==> src/rtl/mem_master_pkg.sv <==
// -----------------------------------------------------------------------------
// mem_master_pkg
// Shared types and constants for the byte-wide RAM bus initiator.
//   state_t     : master FSM state encoding
//   SIZE_BYTE/
//   SIZE_WORD   : encoding of the CPU 'size' request field
//   join_bytes  : assembles a 16-bit word from the bytes read at A and A+1
// -----------------------------------------------------------------------------
package mem_master_pkg;

    typedef enum logic [2:0] {
        IDLE = 3'd0,
        RD0  = 3'd1,
        RD1  = 3'd2,
        RD2  = 3'd3,
        WR0  = 3'd4,
        WR1  = 3'd5
    } state_t;

    localparam logic SIZE_BYTE = 1'b0;
    localparam logic SIZE_WORD = 1'b1;

    // at_a is the byte stored at address A, at_a1 the byte at A+1.
    function automatic logic [15:0] join_bytes(input logic [7:0] at_a,
                                               input logic [7:0] at_a1,
                                               input logic       big_endian);
        return big_endian ? {at_a, at_a1} : {at_a1, at_a};
    endfunction

endpackage

==> src/rtl/mem_master_if.sv <==
// -----------------------------------------------------------------------------
// mem_master_if
// Byte-wide synchronous RAM port.
//   mem_ce    : chip enable            (master -> RAM)
//   mem_wre   : write enable           (master -> RAM)
//   mem_addr  : byte address, ADDR_W   (master -> RAM)
//   mem_wdata : write byte             (master -> RAM)
//   mem_rdata : read byte              (RAM -> master), only meaningful while
//               mem_ce=1 in the cycle after a read was latched
// -----------------------------------------------------------------------------
interface mem_master_if #(
    parameter int ADDR_W = 16
);
    logic              mem_ce;
    logic              mem_wre;
    logic [ADDR_W-1:0] mem_addr;
    logic [7:0]        mem_wdata;
    logic [7:0]        mem_rdata;

    modport master (
        output mem_ce, mem_wre, mem_addr, mem_wdata,
        input  mem_rdata
    );

    modport slave (
        input  mem_ce, mem_wre, mem_addr, mem_wdata,
        output mem_rdata
    );
endinterface

==> src/rtl/mem_master.sv <==
// -----------------------------------------------------------------------------
// mem_master
// CPU-to-RAM bus initiator. Accepts one byte or 16-bit word request at a time
// and performs it as one or two byte accesses on a synchronous byte-wide RAM
// (low address A first, then A+1). Read data returns with a one-cycle done.
//   clk, rst  : clock, synchronous active-high reset
//   req       : request strobe, accepted when req & ready
//   we, size  : 1 = write / 0 = read; 0 = byte / 1 = word
//   addr      : byte address (ADDR_W)
//   wdata     : write data, byte writes use [7:0]
//   ready     : high while idle
//   done      : one-cycle completion pulse
//   rdata     : read result, held until the next read completes
//   mem       : RAM port (master modport)
// -----------------------------------------------------------------------------
module mem_master
    import mem_master_pkg::*;
#(
    parameter int ADDR_W     = 16,
    parameter bit BIG_ENDIAN = 1'b0
) (
    input  logic              clk,
    input  logic              rst,
    input  logic              req,
    input  logic              we,
    input  logic              size,
    input  logic [ADDR_W-1:0] addr,
    input  logic [15:0]       wdata,
    output logic              ready,
    output logic              done,
    output logic [15:0]       rdata,
    mem_master_if.master      mem
);

    state_t            state;
    state_t            state_nxt;
    logic [ADDR_W-1:0] la;          // latched address
    logic [15:0]       ld;          // latched write data
    logic              lsize;       // latched size
    logic [7:0]        first_q;     // byte read at A while a word read is in flight
    logic              last_access; // current state is the final access of the request
    logic [ADDR_W-1:0] la_inc;
    logic              is_word;
    logic [7:0]        wbyte_a;
    logic [7:0]        wbyte_a1;

    assign ready   = (state == IDLE);
    assign is_word = (lsize == SIZE_WORD);
    // Wraps modulo 2^ADDR_W, so a word at the top address continues at 0.
    assign la_inc  = la + ADDR_W'(1);

    // Byte destined for A and for A+1; a byte write always takes wdata[7:0].
    assign wbyte_a  = (is_word && BIG_ENDIAN) ? ld[15:8] : ld[7:0];
    assign wbyte_a1 = BIG_ENDIAN ? ld[7:0] : ld[15:8];

    // Next state and RAM drive, decoded from state and the latched request.
    always_comb begin
        // NOTE: every output gets a default before the case so no path leaves
        // a signal unassigned, which would infer a latch.
        state_nxt     = state;
        last_access   = 1'b0;
        mem.mem_ce    = 1'b0;
        mem.mem_wre   = 1'b0;
        mem.mem_addr  = '0;
        mem.mem_wdata = '0;

        case (state)
            IDLE: begin
                if (req) state_nxt = we ? WR0 : RD0;
            end
            RD0: begin
                mem.mem_ce   = 1'b1;
                mem.mem_addr = la;
                state_nxt    = RD1;
            end
            RD1: begin
                // ce stays high: the byte latched at the end of RD0 is only
                // visible while the RAM stays enabled.
                mem.mem_ce   = 1'b1;
                mem.mem_addr = is_word ? la_inc : la;
                state_nxt    = is_word ? RD2 : IDLE;
                last_access  = !is_word;
            end
            RD2: begin
                mem.mem_ce   = 1'b1;
                mem.mem_addr = la_inc;
                state_nxt    = IDLE;
                last_access  = 1'b1;
            end
            WR0: begin
                mem.mem_ce    = 1'b1;
                mem.mem_wre   = 1'b1;
                mem.mem_addr  = la;
                mem.mem_wdata = wbyte_a;
                state_nxt     = is_word ? WR1 : IDLE;
                last_access   = !is_word;
            end
            WR1: begin
                mem.mem_ce    = 1'b1;
                mem.mem_wre   = 1'b1;
                mem.mem_addr  = la_inc;
                mem.mem_wdata = wbyte_a1;
                state_nxt     = IDLE;
                last_access   = 1'b1;
            end
            default: state_nxt = IDLE;
        endcase
    end

    always_ff @(posedge clk) begin
        // NOTE: sequential state uses non-blocking assignments so every register
        // samples pre-edge values regardless of statement order.
        if (rst) begin
            state   <= IDLE;
            la      <= '0;
            ld      <= '0;
            lsize   <= SIZE_BYTE;
            first_q <= '0;
            done    <= 1'b0;
            rdata   <= '0;
        end else begin
            state <= state_nxt;
            done  <= last_access;

            if (req && ready) begin
                la    <= addr;
                ld    <= wdata;
                lsize <= size;
            end

            // Capture cycles: the RAM shows the byte latched one edge earlier.
            if (state == RD1) begin
                if (is_word) first_q <= mem.mem_rdata;
                else         rdata   <= {8'h00, mem.mem_rdata};
            end
            if (state == RD2) begin
                rdata <= join_bytes(first_q, mem.mem_rdata, BIG_ENDIAN);
            end
        end
    end

endmodule

==> src/flat_wrapper.sv <==
// flat-port wrapper written by rule: the top's interface ports become plain ports
module mem_master_flat import mem_master_pkg::*;
#(
    parameter int ADDR_W     = 16,
    parameter bit BIG_ENDIAN = 1'b0
)
  (clk, rst, req, we, size, addr, wdata, ready, done, rdata, mem_mem_ce, mem_mem_wre, mem_mem_addr, mem_mem_wdata, mem_mem_rdata);
  mem_master_if #(.ADDR_W(ADDR_W)) mem_i ();
  input  logic clk;
  input  logic rst;
  input  logic req;
  input  logic we;
  input  logic size;
  input  logic [ADDR_W-1:0] addr;
  input  logic [15:0] wdata;
  output logic ready;
  output logic done;
  output logic [15:0] rdata;
  output wire logic [$bits(mem_i.mem_ce)-1:0] mem_mem_ce;
  output wire logic [$bits(mem_i.mem_wre)-1:0] mem_mem_wre;
  output wire logic [$bits(mem_i.mem_addr)-1:0] mem_mem_addr;
  output wire logic [$bits(mem_i.mem_wdata)-1:0] mem_mem_wdata;
  input wire logic [$bits(mem_i.mem_rdata)-1:0] mem_mem_rdata;
  assign mem_mem_ce = mem_i.mem_ce;
  assign mem_mem_wre = mem_i.mem_wre;
  assign mem_mem_addr = mem_i.mem_addr;
  assign mem_mem_wdata = mem_i.mem_wdata;
  assign mem_i.mem_rdata = mem_mem_rdata;
  mem_master #(.ADDR_W(ADDR_W), .BIG_ENDIAN(BIG_ENDIAN)) u_core (.clk(clk), .rst(rst), .req(req), .we(we), .size(size), .addr(addr), .wdata(wdata), .ready(ready), .done(done), .rdata(rdata), .mem(mem_i));
endmodule
==> config.mk <==
export PLATFORM = sky130hd
export DESIGN_NAME = mem_master_flat
export DESIGN_NICKNAME = d
export VERILOG_FILES = /design/src/rtl/mem_master_pkg.sv /design/src/rtl/mem_master_if.sv /design/src/rtl/mem_master.sv /design/src/flat_wrapper.sv
export SDC_FILE = /design/constraint.sdc
export NUM_CORES = 1
export LEC_CHECK = 0
export BUFFER_PORTS_ARGS = -buffer_cell sky130_fd_sc_hd__buf_2
export CELL_PAD_IN_SITES_DETAIL_PLACEMENT = 1
export CELL_PAD_IN_SITES_GLOBAL_PLACEMENT = 1
export CORE_MARGIN = 10
export CORE_UTILIZATION = 40
export CTS_BUF_LIST = sky130_fd_sc_hd__clkbuf_2
export DETAILED_ROUTE_END_ITERATION = 8
export MAX_ROUTING_LAYER = met4
export PLACE_DENSITY = 0.92
export SYNTH_ARGS = -nofsm -noshare
export SYNTH_HDL_FRONTEND = slang
export SYNTH_SLANG_ARGS = --single-unit
==> constraint.sdc <==
create_clock -name clk -period 3.94 [get_ports clk]
set_input_delay 0.197 -clock clk [delete_from_list [all_inputs] [get_ports clk]]
set_output_delay 0.197 -clock clk [all_outputs]
set_load 0.01 [all_outputs]
# ---- Yosys cells after proc, flatten, opt, wreduce, memory -nomap -nowiden
# Index checks and enable logic that the tools add are counted.
dict set report totals {
  regBits 61
  in_bits 45
  output_inout_bits 44
}
dict set report op_classes {
  add_sub_neg 1
  n_eq_ne 7
  mux 14
  n_reduce_logical 11
}
# op count
set ops {}
lappend ops {{$mux 16} 4}
lappend ops {{$pmux 16 s3} 1}
lappend ops {{$add 16x1->16 const B} 1}
lappend ops {{$pmux 8 s2} 1}
lappend ops {{$pmux 3 s4} 1}
lappend ops {{$mux 3} 3}
lappend ops {{$reduce_or 2->1} 4}
lappend ops {{$eq 3x2->1 const B} 2}
lappend ops {{$eq 3x3->1 const B} 2}
lappend ops {{$reduce_or 5->1} 1}
lappend ops {{$ne 2x2->1 const B} 2}
lappend ops {{$reduce_and 2->1} 2}
lappend ops {{$eq 3x1->1 const B} 1}
lappend ops {{$logic_not 3->1} 1}
lappend ops {{$mux 1} 2}
lappend ops {{$mux 2} 1}
lappend ops {{$pmux 1 s2} 1}
lappend ops {{$reduce_bool 2->1} 1}
lappend ops {{$logic_and 1x1->1} 1}
lappend ops {{$logic_not 1->1} 1}

# ---- Depth between registers and ports, before layout
# Gate-level depths: netlist (run 1).
dict set report logic_depth {
  word_depth 3
  ltp_mapped 7
  mapped_depth_nobuf 5
}

# ---- Worst setup path after synthesis (run 1)
# OpenSTA, ideal clock, no wires.
dict set report synth_timing {
  path_type {register -> output}
  startpoint {register u_core.la[8]}
  endpoint {output port mem_mem_addr[13]}
  arrival_ps 1527
  t_required_ps 3743
  slack_ps 2216
  stages_incl_launch_ff 6
  n_path_buf 1
  cell_sequence {dfxtp_1 -> clkbuf_2 -> nand4_2 -> or4_1 -> or3_1 -> nand3_1}
}
dict set report synth_between {
  elab_chain_cells 3
}
# element line_no
set synth_lines {}
lappend synth_lines {{start, declared} mem_master.sv:37} ;# logic [ADDR_W-1:0] la;
lappend synth_lines {{start signal, assigned} mem_master.sv:126} ;# la <= addr;
lappend synth_lines {{$add 16x1->16 *} mem_master.sv:50} ;# assign la_inc = la + ADDR_W'(1);
lappend synth_lines {{$mux 16} mem_master.sv:80} ;# mem.mem_addr = is_word ? la_inc : la;
lappend synth_lines {{$pmux 16 s3 *} mem_master.sv:67} ;# case (state)
lappend synth_lines {{end, declared} flat_wrapper.sv:21} ;# output wire logic [$bits(mem_i.mem_addr)-1:0] mem_mem_addr;
# Mark *: on every way between the ends. The rest lies on a longest branch, timed or not.

# ---- Worst setup path after layout (run 1)
dict set report layout_timing {
  startpoint {register u_core.state[0]}
  endpoint {output port mem_mem_addr[5]}
}
dict set report layout_between {
  elab_chain_cells 3
}
# element line_no
set layout_lines {}
lappend layout_lines {{start, declared} mem_master.sv:35} ;# state_t state;
lappend layout_lines {{start signal, assigned} mem_master.sv:122} ;# state <= state_nxt;
lappend layout_lines {{$eq 3x3->1 (tied with other cells)} mem_master.sv:67}
lappend layout_lines {{$reduce_or 2->1 (no source line)} -}
lappend layout_lines {{$pmux 16 s3 *} mem_master.sv:67}
# Marked as above.

==> results of run 1 <==
-- logic make-up after synthesis --
group / count (synthesis) / synth area share (%)
adders and majority gates: 1 / 0.435
DFF: 61 / 42.5
and+or+nand+nor: 159 / 24.6
muxes: 16 / 5.57
AOI/OAI and AO/OA: 98 / 22.3
buffers and inverters: 31 / 4.61
-- path summary, 6_finish.rpt --
check | start | to | slack [ns] | depth (start not counted)
worst min register to register | u_core.ld[8] | u_core.ld[8] | 0.47 | 2
worst min-delay path | req | u_core.state[0] | 0.11 | 4
worst max-delay path | u_core.state[0] | mem_mem_addr[5] | 0.69 | 5
worst max register to register | u_core.state[0] | u_core.la[8] | 1.20 | 4
-- registers in the layout, indices dropped and copies added (netlist names) --
signal,count
u_core.la,16
u_core.ld,16
u_core.rdata,16
u_core.first_q,8
u_core.state,3
u_core.done,1
u_core.is_word,1
-- power by group through the flow --
stage | Sequential [W] | Clock [W] | Combinational, W
after global placement | 0.000705 | 0 | 0.000199
final | 0.000700 | 0.000331 | 0.000249
after floorplan | 0.000685 | 0 | 0.000148
after global routing | 0.000704 | 0.000357 | 0.000272
after detailed placement | 0.000709 | 0 | 0.000208
after CTS | 0.000695 | 0.000316 | 0.000241
-- timing repair --
item                      in CTS  in global routing
hold endpoints to repair      49                  2
hold buffers                  41                  1
buffers inserted               0                  0
resized for setup              0                  0
-- critical path: stages, from the launching register on --
cell,delay (ns)
dfxtp_1,1.00
nor2_1,0.20
o2bb2ai_1,0.69
a41oi_1,0.21
a311oi_1,0.26
buf_2,0.17
-- synthesized netlist by cell type (all sizes together) --
cell type / n / area (sq um)
a21oi: 48 / 240
a31oi: 5 / 31.3
or3: 1 / 6.26
nor2: 37 / 144
o311ai: 4 / 35.0
and3: 4 / 25.0
o41ai: 3 / 26.3
a311oi: 5 / 43.8
or2: 2 / 12.5
nand2: 80 / 300
a21o: 2 / 15.0
dfxtp: 61 / 1220
nor2b: 3 / 18.8
a22oi: 9 / 67.6
o211ai: 1 / 7.51
nand3: 10 / 50.1
nor3b: 1 / 7.51
o221ai: 8 / 70.1
o21ai: 4 / 20.0
inv: 5 / 18.8
buf: 12 / 60.1
a41oi: 1 / 8.76
nor4: 1 / 6.26
mux2i: 16 / 160
nand2b: 5 / 31.3
o2bb2ai: 1 / 8.76
o22ai: 1 / 6.26
nor3: 5 / 30.0
ha: 1 / 12.5
or4: 1 / 7.51
o31ai: 1 / 12.5
clkbuf: 14 / 53.8
nand4: 4 / 31.3
a22o: 1 / 8.76
nand3b: 1 / 7.51
and2: 2 / 12.5
nand4b: 1 / 8.76
a31o: 1 / 8.76
a211oi: 1 / 7.51
and2b: 1 / 7.51
o21a: 1 / 7.51
a2bb2oi: 1 / 15.0
-- area by class of cell --
| class | count | area (sq um) | share of cell area, % |
|---|---|---|---|
| Antenna cell | 1 | 2.50 | 0.0654 |
| Clock buffer | 10 | 50.0 | 1.31 |
| Clock inverter | 6 | 30.0 | 0.785 |
| Inverter | 5 | 18.8 | 0.491 |
| Multi-Input combinational cell | 274 | 1520 | 39.8 |
| Sequential cell | 61 | 1220 | 31.9 |
| Tap cell | 96 | 120 | 3.14 |
| Timing Repair Buffer | 130 | 861 | 22.5 |
-- metrics by stage --
| step | worst slack (ns) | util [%] | instances | power (W) | hold slack [ns] |
|---|---|---|---|---|---|
| CTS | 0.694 | 55.2 | 581 | 0.00125 | 0.00286 |
| detailed placement | 1.27 | 48.1 | 524 | 0.000917 | 0.447 |
| floorplan | 2.22 | - | 366 | 0.000833 | 0.333 |
| finish | 0.687 | 55.4 | 583 | 0.00128 | 0.113 |
| global route | 0.372 | 55.4 | 583 | 0.00133 | 0.113 |
| global placement | 1.40 | 48.1 | 524 | 0.000904 | 0.438 |
-- metal layers --
metal | up-vias | global-route usage [%]
met2 | 137 | 36.4
met4 | 0 | 9.80
met1 | 1607 | 22.0
met5 | - | -
met3 | 37 | 4.30
li1 | 1527 | -
==> summary.md, run 1 <==
| Metric | Value |
|---|---|
| Run status | finished clean |
| # rows | 30 |
| Internal power | 0.000833 W |
| Tmin final | 3.25 ns |
| Cell Pwr Density | 335 nW/um^2 |
| Initial Utilization | 41.6% |
| Comb power frac | 19.5% |
| Gpl congestion | 0.830 |
| Worst path arrival time | 3.06 ns |
| Flops & latches, synth | 61 |
| GRT Residual Overflow | 0 |
| RSZ-0062 raised after global routing | false |
| Flop pwr share | 54.7% |
| Vias in the first global route | 3505 |
| Final wirelength | 11700 um |
| CP Max Fanout | 23 |
| Most frequent cells in the layout | 88 x buf_2, 80 x nand2_1, 61 x dfxtp_1, 48 x a21oi_1, 42 x dlygate4sd3_1 |
| Via count | 3308 |
| Largest net degree at the start of global routing | 61 |
| Avg Vias per Cell | 5.67 |
| Final hold vios | 0 |
| Commonest non-fill, non-tap cell in the layout | buf_2 |
| Crit path launch type | register |
| Crit path required time | 3.74 ns |
| Drt wl/cell | 20.0 um |
| Syn nets | 412 |
| Register area share after synthesis | 42.5% |
| First-pass GRT wire length | 18200 um |
| Fillers | 888 |
| DP HPWL | 7140 um |
| Worst slew pin tran | 1.21 ns |
| CTS tree | yes |
| TritonRoute pass-1 iters | 4 |
| Switching power share of the total | 34.9% |
| Die W | 105 um |
| Wire length on met2 | 6050 um |
| Final Max Tran Viols | 0 |
| Residual DRC | 0 |
| Clock share of power | 25.9% |
| Clock Skew | 0.0402 ns |
| Tcrit/Tclk final | 82.6% |
| TNS Setup | 0 ns |
| Post-synthesis cell count | 366 |
| CTS Buf Count | 9 |
| Met3 routed WL | 691 um |
| Max Root-Sink Buffers | 2 |
| Post-synth cell types | 47 |
| Iteration-0 DRC Markers | 156 |
| Clock root buffer | clkbuf_2 |
| Metal-1 WL | 4540 um |
| Uppermost layer routed | met4 |
| Die height | 105 um |
| Cell area after synthesis | 2870 sq um |
| Final instance area | 3820 sq um |
| Die Area | 11000 sq um |
| Sw Pwr | 0.000447 W |
| Clk_lat worst skew | 0.54 ns |
| IO Port Bufs | 88 |
| VDD IR-drop max | 0.165 mV |
| Fmax | 0.307 GHz |
| # setup viols final | 0 |
| Initial antenna violation count | 1 |
| Routed Antenna Nets | 0 |
| Area delta synth->final | 33.0% |
| CTS sink count | 61 |
| Ports | 89 |
| CTS H-tree lvls | 3 |
| Endpoint class of the critical path | output pin |
| Core area | 6910 sq um |
| Static Leak | 1.56 nW |
| Post-place instance area | 3320 sq um |
| Slew HR | 19.2% |
| Share of cells above drive strength 1 | 23.0% |
| YS warnings | 0 |
| MaxCap Viol Count | 0 |
| Tot GR Track Use | 20.8% |
| Avg Synthesized Cell Area | 7.85 sq um |
| Final layout net count | 527 |
| CP Class | reg2out |
| CTS clk-pin slew, worst paths | 0.20 ns |
| Hold Path Class | in2reg |
Note: power is estimated with default switching activity, not from simulation.
==> run 2: changes to the inputs <==
Settings changed: CORE_UTILIZATION 40 to 38, PLACE_DENSITY 0.92 to 0.88.
Clock period 3.94 ns to 3.39 ns, I/O delays scaled along.
==> run 2 against run 1 <==
Effect of this change: setup slack got worse by 0.22 ns; routed wire length is 5.9% lower; via count down 3.4%; power is 14% higher; critical endpoint unchanged; largest cell class unchanged; highest routed layer unchanged.
==> summary.md, run 2 (synthesis results as in run 1) <==
| Metric | Value |
|---|---|
| Final wirelength | 11000 um (-5.9%) |
| Die W | 107 um (+2.1%) |
| Die Area | 11400 sq um (+4.2%) |
| Clk_lat worst skew | 0.49 ns (-0.05 ns) |
| Vias in the first global route | 3361 (-4.1%) |
| Iteration-0 DRC Markers | 156 (unchanged) |
| CP Max Fanout | 16 (-30%) |
| Tot GR Track Use | 19.2% (-1.6 points) |
| IO Port Bufs | 88 (unchanged) |
| First-pass GRT wire length | 17200 um (-5.5%) |
| Worst path arrival time | 2.76 ns (-0.30 ns) |
| Final WS setup | 0.463 ns (-0.224 ns) |
| Routed Antenna Nets | 0 (unchanged) |
| CTS H-tree lvls | 3 (unchanged) |
| Worst Hold Slack | 0.178 ns (+0.0644 ns) |
| Run status | finished clean |
| Slew HR | 24.2% (+5.1 points) |
| Multi-input gate area | 1520 sq um (unchanged) |
| Registers with the most flip-flops | u_core.la (16), u_core.ld (16), u_core.rdata (16) |
| Setup WS pre-CTS | 1.04 ns (-0.228 ns) |
| Largest net degree at the start of global routing | 61 (unchanged) |
| # rows | 31 (+3.3%) |
| DP HPWL | 6760 um (-5.3%) |
| MaxCap Viol Count | 0 (unchanged) |
| # setup viols final | 0 (unchanged) |
| TNS Setup | 0 ns (unchanged) |
| Endpoint class of the critical path | output pin |
| Fmax | 0.342 GHz |
| Cell Pwr Density | 380 nW/um^2 (+13%) |
| RSZ-0062 raised after global routing | false |
| Clock root buffer | clkbuf_2 |
| Max Root-Sink Buffers | 2 (unchanged) |
| Drt wl/cell | 18.6 um (-7.0%) |
| Most frequent cells in the layout | 88 x buf_2, 80 x nand2_1, 61 x dfxtp_1, 48 x a21oi_1, 42 x dlygate4sd3_1 |
| GRT Residual Overflow | 0 (unchanged) |
| CTS tree | yes |
| Final Max Tran Viols | 0 (unchanged) |
| Initial Utilization | 39.4% (-2.2 points) |
| Tmin final | 2.93 ns |
| CTS clk-pin slew, worst paths | 0.18 ns (-0.02 ns) |
| VDD IR-drop max | 0.217 mV (+32%) |
| Crit path launch type | register |
| Final layout net count | 529 (+0.38%) |
| Hold Path Class | in2reg |
| CTS Buf Count | 9 (unchanged) |
| CP Class | reg2out |
| CTS resizes | 0 (unchanged) |
| Residual DRC | 0 (unchanged) |
| Static Leak | 1.57 nW (+0.83%) |
| Area delta synth->final | 33.7% |
| CTS sink count | 61 (unchanged) |
| Fillers | 955 (+7.5%) |
| Commonest non-fill, non-tap cell in the layout | buf_2 |
| Clock Skew | 0.0273 ns (-0.0129 ns) |
| Via count | 3195 (-3.4%) |
| Final hold vios | 0 (unchanged) |
| Initial antenna violation count | 4 (+3) |
| TritonRoute pass-1 iters | 4 (unchanged) |
| Die height | 107 um (+2.1%) |
| Tcrit/Tclk final | 86.3% |
| Crit path required time | 3.22 ns (-0.52 ns) |
| FF+latch area | 1220 sq um (unchanged) |
| Core area | 7290 sq um (+5.6%) |
| Worst slew pin tran | 1.14 ns (-0.0758 ns) |
| Avg Vias per Cell | 5.42 (-4.6%) |
| Ports | 89 (unchanged) |
| Gpl congestion | 0.798 (-3.9%) |
| Share of cells above drive strength 1 | 23.4% (+0.36 points) |
[run 2: power by group]
group | switching, W | internal [W] | total (W)
registers | 0.0000489 | 0.000755 | 0.000804
logic | 0.000171 | 0.000123 | 0.000295
clock network | 0.000262 | 0.0000976 | 0.000360
total | 0.000482 | 0.000976 | 0.00146
[run 2: worst paths after layout]
| path | start | to | slack (ns) | depth (start not counted) |
|---|---|---|---|---|
| worst max-delay path | u_core.state[1] | mem_mem_addr[5] | 0.46 | 5 |
| worst min-delay path | req | u_core.state[0] | 0.18 | 4 |
| worst max register to register | u_core.state[2] | u_core.la[9] | 1.08 | 4 |
| worst min register to register | u_core.rdata[0] | u_core.rdata[0] | 0.46 | 2 |
[run 2: through the flow]
step | cell area (sq um) | instances | util [%] | total power [W]
floorplan | 2870 | 366 | - | 0.000968
global placement | 3340 | 529 | 45.8 | 0.00106
detailed placement | 3340 | 529 | 45.8 | 0.00107
CTS | 3830 | 586 | 52.6 | 0.00144
global route | 3840 | 590 | 52.7 | 0.00153
finish | 3840 | 590 | 52.7 | 0.00146
[run 2: final cells by class]
class,count,share of cell area (%)
Multi-Input combinational cell,274,39.6
Sequential cell,61,31.8
Timing Repair Buffer,132,22.8
Tap cell,99,3.22
Clock buffer,12,1.56
Inverter,5,0.488
Clock inverter,3,0.358
Antenna cell,4,0.260
[run 2: layer usage]
| metal | track usage, % | vias up | routed length [um] |
|---|---|---|---|
| li1 | - | 1540 | - |
| met1 | 20.4 | 1544 | 4520 |
| met2 | 32.7 | 86 | 5700 |
| met3 | 4.13 | 25 | 432 |
| met4 | 10.3 | 0 | 341 |
| met5 | - | - | 0 |
[run 2: worst max-delay path: stages, from the launching register on]
cell and delay, ns:
dfxtp_1 0.66, nand2b_1 0.28, o2bb2ai_1 0.67, a41oi_1 0.22
a311oi_1 0.27, buf_2 0.17
[run 2: timing repair]
item | 4_1_cts | 5_1_grt
endpoints found under the hold margin | 50 | 0
buffers inserted | 0 | 0
hold buffers | 42 | 0
==> run 3: changes to the inputs <==
Settings changed: RECOVER_POWER set to 100.
==> run 3 against run 2 <==
Effect of this change: flip-flop and latch count did not move; via count decreased by 0.25%; non-clock buffer count is the same; largest cell class unchanged; power down 0.65%; final area down 1.9%; hold slack worse by 0.026 ns; cell count stayed put; maximum frequency is 0.86% lower; highest routed layer unchanged.
==> summary.md, run 3 (synthesis results as in run 1) <==
| Metric | Value |
|---|---|
| Run status | finished clean |
| Die height | 107 um (unchanged) |
| Internal power | 0.000970 W (-0.65%) |
| Tot GR Track Use | 19.2% (unchanged) |
| Ports | 89 (unchanged) |
| Static Leak | 1.38 nW (-12%) |
| Routed Antenna Nets | 0 (unchanged) |
| Initial Utilization | 39.4% (unchanged) |
| Clk_lat worst skew | 0.49 ns (about the same) |
| First-pass GRT wire length | 17200 um (unchanged) |
| Switching power share of the total | 33.1% (about the same) |
| Tmin final | 2.95 ns (+0.0255 ns) |
| CTS Buf Count | 9 (unchanged) |
| Initial antenna violation count | 4 (unchanged) |
| Flop pwr share | 55.4% (+0.3 points) |
| CTS H-tree lvls | 3 (unchanged) |
| Clock Skew | 0.0283 ns (+0.00103 ns) |
| Worst slew pin tran | 1.13 ns (-0.00203 ns) |
| Hold Path Class | in2reg |
| Most frequent cells in the layout | 80 x nand2_1, 61 x dfxtp_1, 48 x a21oi_1, 47 x buf_2 |
| Drt wl/cell | 18.5 um (-0.71%) |
| Commonest non-fill, non-tap cell in the layout | nand2_1 |
| Crit path launch type | register |
| Worst path arrival time | 2.78 ns (+0.02 ns) |
| Avg Vias per Cell | 5.40 (-0.25%) |
| Largest net degree at the start of global routing | 61 (unchanged) |
| Final WS setup | 0.438 ns (-0.0255 ns) |
| Gpl congestion | 0.798 (unchanged) |
| Multi-input gate area | 1500 sq um (-1.2%) |
| Final hold vios | 0 (unchanged) |
| CTS sink count | 61 (unchanged) |
| Share of cells above drive strength 1 | 13.8% (-9.7 points) |
| CTS resizes | 0 (unchanged) |
| Met3 Use GR | 4.13% (unchanged) |
| Endpoint class of the critical path | output pin |
| Post-place instance area | 3340 sq um (unchanged) |
| CP Max Fanout | 16 (unchanged) |
| IO Port Bufs | 88 (unchanged) |
| Max Root-Sink Buffers | 2 (unchanged) |
| CTS tree | yes |
| Cell Pwr Density | 384 nW/um^2 (+1.3%) |
| Core area | 7290 sq um (unchanged) |
| Final layout net count | 529 (unchanged) |
| Tcrit/Tclk final | 87.1% (+0.75 points) |
| Met2 global-route usage | 32.7% (unchanged) |
| RSZ-0062 raised after global routing | false |
| Fmax | 0.339 GHz (-0.86%) |
| Setup WS pre-CTS | 1.04 ns (unchanged) |
| Slew HR | 24.2% (-0.048 points) |
| Residual DRC | 0 (unchanged) |
| Met1 Usage GRT | 20.4% (unchanged) |
| Clock share of power | 24.8% (about the same) |
| Crit path required time | 3.22 ns (about the same) |
| Area delta synth->final | 31.2% |
| Via count | 3187 (-0.25%) |
| FF+latch area | 1220 sq um (unchanged) |
| Final std cells w/o fill | 590 (unchanged) |
| Clock root buffer | clkbuf_2 |
| CTS clk-pin slew, worst paths | 0.18 ns (about the same) |
| Vias in the first global route | 3361 (unchanged) |
| Iteration-0 DRC Markers | 144 (-7.7%) |
| Comb power frac | 19.8% (-0.4 points) |
| Busiest metal layer after global routing | met2 |
| Fillers | 975 (+2.1%) |
| DP HPWL | 6760 um (unchanged) |
| # rows | 31 (unchanged) |
| Die Area | 11400 sq um (unchanged) |
| TNS Setup | 0 ns (unchanged) |
| Placed cells | 529 (unchanged) |
| Final wirelength | 10900 um (-0.71%) |
| MaxCap Viol Count | 0 (unchanged) |
| Registers with the most flip-flops | u_core.la (16), u_core.ld (16), u_core.rdata (16) |
| TritonRoute pass-1 iters | 4 (unchanged) |
| Final instance area | 3770 sq um (-1.9%) |
| Sw Pwr | 0.000479 W (-0.65%) |
| GRT Residual Overflow | 0 (unchanged) |
| Final Max Tran Viols | 0 (unchanged) |
| # setup viols final | 0 (unchanged) |
| Die W | 107 um (unchanged) |
| CP Class | reg2out |
| VDD IR-drop max | 0.215 mV (-1.1%) |
## run 3: cell types whose count changed in the layout (fill, tap and decap cells not counted), sizes merged
cell    previous run  this run
clkbuf            12        54
buf               90        48
## run 3: path summary, 6_finish.rpt
check / start / to / slack [ns] / cells past startpoint
worst max-delay path: u_core.state[1] / mem_mem_addr[14] / 0.44 / 5
worst min-delay path: req / u_core.state[0] / 0.15 / 4
worst max register to register: u_core.state[0] / u_core.rdata[1] / 0.51 / 5
worst min register to register: u_core.rdata[0] / u_core.rdata[0] / 0.47 / 2
## run 3: metrics by stage
stage	utilization (%)	total power [W]	hold WS, ns
global route	51.7	0.00152	0.167
detailed placement	45.8	0.00107	0.418
CTS	52.6	0.00144	0.148
global placement	45.8	0.00106	0.411
floorplan	-	0.000968	0.305
finish	51.7	0.00145	0.152
## run 3: layout make-up
cell class / count / share of cell area [%]
Clock buffer: 12 / 1.59
Antenna cell: 4 / 0.266
Tap cell: 99 / 3.29
Inverter: 5 / 0.498
Multi-Input combinational cell: 274 / 39.8
Timing Repair Buffer: 132 / 21.8
Clock inverter: 3 / 0.365
Sequential cell: 61 / 32.4
## run 3: per-layer routing
layer | up-vias | share of wire (%) | wire [um]
met5 | - | 0 | 0
met4 | 0 | 3.2 | 352
met3 | 27 | 4.6 | 497
met2 | 89 | 53 | 5770
met1 | 1533 | 39 | 4290
li1 | 1538 | - | -
## run 3: power by group through the flow
stage / Clock [W] / Sequential (W) / Combinational, W
final: 0.000359 / 0.000803 / 0.000288
after global routing: 0.000396 / 0.000809 / 0.000319
after CTS: 0.000351 / 0.000801 / 0.000288
after detailed placement: 0 / 0.000817 / 0.000249
after global placement: 0 / 0.000814 / 0.000241
after floorplan: 0 / 0.000796 / 0.000172
## run 3: worst max-delay path, cell delays in order, from the launching register on
cell and delay (ns):
dfxtp_1 0.64, nor2b_1 0.19, o31ai_1 0.88, o21ai_0 0.22
a22o_1 0.24, buf_2 0.14
## run 3: what timing repair did
| item | CTS | global route |
|---|---|---|
| endpoints found under the hold margin | 50 | 0 |
| hold buffers | 42 | 0 |
| buffers inserted | 0 | 0 |
